$ cat src/rtl/jtdd_snd_cmd_pkg.sv
// Shared definitions for the main-CPU to sound-CPU command path:
// sequencer state encoding and default sizing parameters.
package jtdd_snd_cmd_pkg;

    typedef enum logic [2:0] {
        ST_IDLE,
        ST_LOAD,
        ST_IRQ,
        ST_WAIT,
        ST_RESET
    } snd_state_t;

    localparam int DEF_AW   = 2;
    localparam int DEF_IRQW = 4;
    localparam int DEF_RSTW = 16;

endpackage

$ cat src/rtl/jtdd_snd_fifo.sv
// Command FIFO: 2^AW byte entries, wrapping pointers and an AW+1 bit fill level.
// All updates are qualified by cen; flush empties the queue and wins over push/pop.
module jtdd_snd_fifo #(
    parameter int AW = 2
) (
    input  logic          clk,
    input  logic          rst_n,
    input  logic          cen,
    input  logic          flush,
    input  logic          push,
    input  logic          pop,
    input  logic [7:0]    din,
    output logic [7:0]    dout,
    output logic          full,
    output logic          empty,
    output logic [AW:0]   level
);

    logic [7:0]    mem [2**AW];
    logic [AW-1:0] wr_ptr, rd_ptr;
    logic          do_push, do_pop;

    assign full    = level == (AW+1)'(2**AW);
    assign empty   = level == '0;
    assign do_push = push & ~full;
    assign do_pop  = pop & ~empty;
    assign dout    = mem[rd_ptr];

    always_ff @(posedge clk or negedge rst_n) begin
        if (!rst_n) begin
            wr_ptr <= '0;
            rd_ptr <= '0;
            level  <= '0;
        end else if (cen) begin
            if (flush) begin
                wr_ptr <= '0;
                rd_ptr <= '0;
                level  <= '0;
            end else begin
                if (do_push) wr_ptr <= wr_ptr + AW'(1);
                if (do_pop)  rd_ptr <= rd_ptr + AW'(1);
                level <= level + (AW+1)'(do_push) - (AW+1)'(do_pop);
            end
        end
    end

    always_ff @(posedge clk) begin
        if (cen && !flush && do_push) mem[wr_ptr] <= din;
    end

endmodule

$ cat src/rtl/jtdd_snd_cmd.sv
// Sound command port: queues main-CPU command bytes, presents them one at a time
// to the sound CPU with a timed interrupt, and controls the sound-CPU reset line.
module jtdd_snd_cmd
    import jtdd_snd_cmd_pkg::*;
#(
    parameter int AW   = DEF_AW,
    parameter int IRQW = DEF_IRQW,
    parameter int RSTW = DEF_RSTW
) (
    input  logic       clk,
    input  logic       rst_n,
    input  logic       cpu_cen,
    input  logic [7:0] cpu_dout,
    input  logic       cmd_we,
    input  logic       rst_we,
    input  logic       latch_rd,
    output logic [7:0] snd_latch,
    output logic       snd_irq,
    output logic       snd_rstb,
    output logic [7:0] status
);

    localparam int IRQ_CW = $clog2(IRQW + 1);
    localparam int RST_CW = $clog2(RSTW + 1);

    snd_state_t        state, state_nxt;
    logic [IRQ_CW-1:0] irq_cnt;
    logic [RST_CW-1:0] rst_cnt;
    logic              rst_req, ovf, rd_l, ack_pend;
    logic              rd_edge, rst_on, rst_off;
    logic              push, pop, flush, full, empty;
    logic [7:0]        fifo_dout;
    logic [AW:0]       level;
    logic [2:0]        lvl3;

    assign rd_edge = latch_rd & ~rd_l;
    assign rst_on  = rst_we & cpu_dout[0];
    assign rst_off = rst_we & ~cpu_dout[0];
    assign lvl3    = 3'(level);
    assign status  = {full, empty, state != ST_IDLE, 2'b00, lvl3};

    jtdd_snd_fifo #(.AW(AW)) u_fifo (
        .clk   (clk),
        .rst_n (rst_n),
        .cen   (cpu_cen),
        .flush (flush),
        .push  (push),
        .pop   (pop),
        .din   (cpu_dout),
        .dout  (fifo_dout),
        .full  (full),
        .empty (empty),
        .level (level)
    );

    always_comb begin
        state_nxt = state;
        push      = 1'b0;
        pop       = 1'b0;
        flush     = 1'b0;
        if (cpu_cen) begin
            if (rst_on) begin
                state_nxt = ST_RESET;
                flush     = 1'b1;
            end else begin
                push = cmd_we && (state != ST_RESET);
                case (state)
                    ST_IDLE:  if (!empty && snd_rstb) state_nxt = ST_LOAD;
                    ST_LOAD: begin
                        pop       = 1'b1;
                        state_nxt = ST_IRQ;
                    end
                    ST_IRQ:   if (irq_cnt == IRQ_CW'(IRQW - 1)) state_nxt = ST_WAIT;
                    ST_WAIT:  if (rd_edge || ack_pend) state_nxt = ST_IDLE;
                    // Release needs both the 0 write and the minimum low time.
                    ST_RESET: if (rst_cnt >= RST_CW'(RSTW - 1) && (!rst_req || rst_off))
                                  state_nxt = ST_IDLE;
                    default:  state_nxt = ST_RESET;
                endcase
            end
        end
    end

    always_ff @(posedge clk or negedge rst_n) begin
        if (!rst_n) begin
            state     <= ST_RESET;
            irq_cnt   <= '0;
            rst_cnt   <= '0;
            rst_req   <= 1'b0;
            ovf       <= 1'b0;
            rd_l      <= 1'b0;
            ack_pend  <= 1'b0;
            snd_latch <= 8'h00;
            snd_irq   <= 1'b0;
            snd_rstb  <= 1'b0;
        end else if (cpu_cen) begin
            state    <= state_nxt;
            rd_l     <= latch_rd;
            snd_irq  <= state_nxt == ST_IRQ;
            snd_rstb <= state_nxt != ST_RESET;
            irq_cnt  <= (state == ST_IRQ) ? irq_cnt + IRQ_CW'(1) : '0;
            ack_pend <= (state == ST_IRQ) && (ack_pend || rd_edge);
            if (pop) snd_latch <= fifo_dout;
            if (rst_on) begin
                rst_cnt <= '0;
                rst_req <= 1'b1;
            end else begin
                if (state == ST_RESET && rst_cnt != RST_CW'(RSTW - 1))
                    rst_cnt <= rst_cnt + RST_CW'(1);
                if (rst_off) rst_req <= 1'b0;
            end
            if (rst_we)
                ovf <= 1'b0;
            else if (cmd_we && state != ST_RESET && full)
                ovf <= 1'b1;
        end
    end

endmodule
$ cat config.mk
export PLATFORM = sky130hd
export DESIGN_NAME = jtdd_snd_cmd
export DESIGN_NICKNAME = d
export VERILOG_FILES = /design/src/rtl/jtdd_snd_cmd_pkg.sv /design/src/rtl/jtdd_snd_fifo.sv /design/src/rtl/jtdd_snd_cmd.sv
export SDC_FILE = /design/constraint.sdc
export NUM_CORES = 1
export LEC_CHECK = 0
export ABC_AREA = 0
export CORE_MARGIN = 5
export CORE_UTILIZATION = 35
export CTS_CLUSTER_SIZE = 14
export DETAILED_ROUTE_END_ITERATION = 8
export PLACE_DENSITY_LB_ADDON = 0.08
export SYNTH_ARGS = -nofsm -noshare
export SYNTH_HDL_FRONTEND = slang
export SYNTH_SLANG_ARGS = --single-unit
$ cat constraint.sdc
create_clock -name clk -period 2.6 [get_ports clk]
set_input_delay 0.26 -clock clk [delete_from_list [all_inputs] [get_ports clk]]
set_output_delay 0.26 -clock clk [all_outputs]
set_load 0.005 [all_outputs]
==> impl_metrics.tcl <==
set metrics [dict create \
    synth.top_cell.area_share_pct 34.19 \
    worst_slew_pin_slew_ns 0.6009 \
    p_total_mw 2.271 \
    cts_buffers 9 \
    clk_pin_slew_worst_paths_ns 0.07 \
    final_util_pct 44.80 \
    synth_cell_types 47 \
    cts_htree_levels 3 \
    hold_violations 0 \
    slew_viol_final 0 \
    crit_type "reg -> reg" \
    n_fill_cell 718 \
    final_cells 351 \
    cts_root_buf "clkbuf_8" \
    r2r-end "u_fifo.level[2]$_DFFE_PN0P_" \
    ff_latch_area_sq_um 1738 \
    grt_pass1_wl_mm 9.666 \
    num-nets-final 269 \
    syn_area_sq_um 2810 \
    holdCritPathClass "in -> async" \
    clock-sinks 63 \
    pre_cts_ws_ns -0.08430 \
    timing.fmax_mhz 422.5 \
    grt_overflow 0 \
    via_per_inst 4.920 \
    io_pins 32 \
    ff2ff_setup_slack_ns 0.23 \
    worst_setup_path_end_kind "flip-flop" \
    fin_setup_tns_ns 0 \
    peakVddDrop_mv 0.2997 \
    p_leak_nw 1.369 \
    antenna-diode-count 0 \
    skew_ns 0.008660 \
    slew-limit-headroom_pct 59.94 \
    synth_top_area_cell "edfxtp_1" \
    first_iter_violations 74 \
    totalWireLength_mm 5.739 \
    setup_viol 0 \
    grt_usage_pct 12.90 \
    start_util_pct 36.18 \
    clockBufferDepth 2 \
    post_cts_buffers 0 \
    grt_max_degree 32 \
    ys_seq_area_share_pct 61.84 \
    ys_seq_elements 63 \
    cp.arrival_ns 2.62 \
    ys_top_cells_by_count "edfxtp_1, dfrtp_1, nand2_1" \
    syn_inst 198 \
    ctsHoldBuffers 0 \
    core_sq_um 7767 \
    avgRoutedWirePerCell_microns 16.35 \
    r2r-start "state[2]$_DFFE_PN1P_" \
    die_y_microns 99.61 \
    crit_fanout 11 \
    avgSynthCellArea_sq_um 14.19 \
    ys.flop_type "edfxtp_1" \
    synth_area_leaders "edfxtp_1, dfrtp_1, mux4_2" \
    hpwlAfterDp_mm 3.970 \
    dieArea_sq_um 9921 \
    ys.warnings.count 0 \
    area_growth_syn_to_layout_pct 23.82 \
    cts_tree "built" \
    dpl-instance-area_sq_um 3293 \
    layout_min_cycle_time_ns 2.367 \
    whs_ns 0.3328 \
    grt_pass1_vias 1849 \
    reg2reg_depth 11 \
    drive_gt1_share_pct 21.69 \
    async_reset_ff_share_pct 49.21 \
    setup_slack_ns 0.2332 \
    multi_input_area_sq_um 975.9 \
    fin_area_sq_um 3480 \
    rows 32 \
    detail-route-antenna-nets 0 \
    dp.cells 335 \
    drt_pass1_iterations 4 \
    status "completed" \
    route.vias.total 1727 \
    required_ns 2.85 \
    portBuffers 29 \
    die_w_microns 99.61 \
    drv_cap 0 \
    drc_errors 0 \
    yosysMostFrequentCell "edfxtp_1" \
    clkLatencyLatePin_ns 0.33 \
    gp_congestion 0.7673 \
    synth_edf_count 32 \
    pwr_density_cell_nw_per_um2 652.6 \
    antenna_found_initial 0 \
    final.period_utilization_pct 91.03 \
    critPathLaunchType "flip-flop" \
    rsz0062_at_grt "no" \
]
-- critical path: stages, from the launching register on --
cell,delay [ns]
dfstp_2,0.67
nor3b_2,0.09
nor3b_2,0.17
ha_1,0.28
inv_1,0.06
ha_1,0.14
inv_1,0.05
fa_1,0.37
xor2_1,0.16
o21ai_0,0.17
nand2_1,0.07
o21ai_0,0.07
-- worst max-delay path by stage --
stage / start / to / slack [ns] / cells past startpoint
6_report: state[2]$_DFFE_PN1P_ / u_fifo.level[2]$_DFFE_PN0P_ / 0.23 / 11
5_1_grt: state[1]$_DFFE_PN0P_ / u_fifo.level[2]$_DFFE_PN0P_ / 0.06 / 11
4_1_cts: state[1]$_DFFE_PN0P_ / u_fifo.level[2]$_DFFE_PN0P_ / 0.13 / 11
3_5_place_dp: cpu_cen / u_fifo.level[2]$_DFFE_PN0P_ / -0.08 / 12
3_3_place_gp: cpu_cen / u_fifo.level[2]$_DFFE_PN0P_ / -0.004 / 12
2_1_floorplan: state[2]$_DFFE_PN1P_ / u_fifo.level[2]$_DFFE_PN0P_ / 0.28 / 12
-- layout by cell type, fill, tap and decap left out, types with 2 or more instances in the layout --
cell type and n:
clkbuf_1 2, or3_1 2, clkbuf_8 9, clkdlybuf4s50_1 29, nand2_1 19, ha_1 10
and2_1 4, a32o_1 2, mux4_2 8, a21oi_1 4, mux2_2 10, buf_4 14
o22ai_1 2, nor3b_2 2, clkinv_1 2, xnor2_1 2, inv_1 11, dfrtp_1 30
nor2_1 9, o21ai_0 9, o2bb2ai_1 3, nand2b_1 2, and3_1 2, edfxtp_1 32
conb_1 2, nor3_1 3, o31ai_1 2
-- layout make-up --
cell class / instances / share of cell area (%)
flip-flops and latches: 63 / 49.95
clock buffers: 11 / 3.776
clock inverters: 5 / 1.438
repair buffers: 44 / 11.94
inverters: 11 / 1.187
multi-input cells: 115 / 28.05
well taps: 102 / 3.668
-- registers in the layout, indices dropped and copies added (netlist names) --
signal / flops
u_fifo.rd_ptr: 2
irq_cnt: 3
snd_rstb: 1
ack_pend: 1
rd_l: 1
rst_req: 1
u_fifo.level: 3
u_fifo.mem: 32
snd_irq: 1
u_fifo.wr_ptr: 2
snd_latch: 8
rst_cnt: 5
state: 3
-- layer usage --
| metal | global-route usage (%) | wire length (microns) | vias to the layer above |
|---|---|---|---|
| li1 | - | - | 818 |
| met1 | 17.58 | 2713 | 860 |
| met2 | 18.80 | 2664 | 36 |
| met3 | 3.787 | 226 | 13 |
| met4 | 6.303 | 136 | 0 |
| met5 | 0 | 0 | - |
-- kinds of logic after synthesis --
logic type / synth area share, %
xor gates and xnor gates: 0.9352
DFF: 61.84
adders and majority gates: 5.165
other: 0.1334
AOI/OAI and AO/OA: 7.881
muxes: 10.77
and+or+nand+nor: 9.528
buffers and inverters: 3.740
-- where the power goes --
part / internal (mW) / total, mW / switching, mW
combinational: 0.169 / 0.305 / 0.135
sequential: 1.11 / 1.17 / 0.0586
clock: 0.435 / 0.801 / 0.365
total: 1.71 / 2.27 / 0.559
-- timing repair --
| item | CTS | global route |
|---|---|---|
| setup endpoints to repair | 0 | 1 |
| gates resized for setup | 0 | 1 |
| hold endpoints to repair | 0 | 0 |
Power figures use the tool's default switching activity.
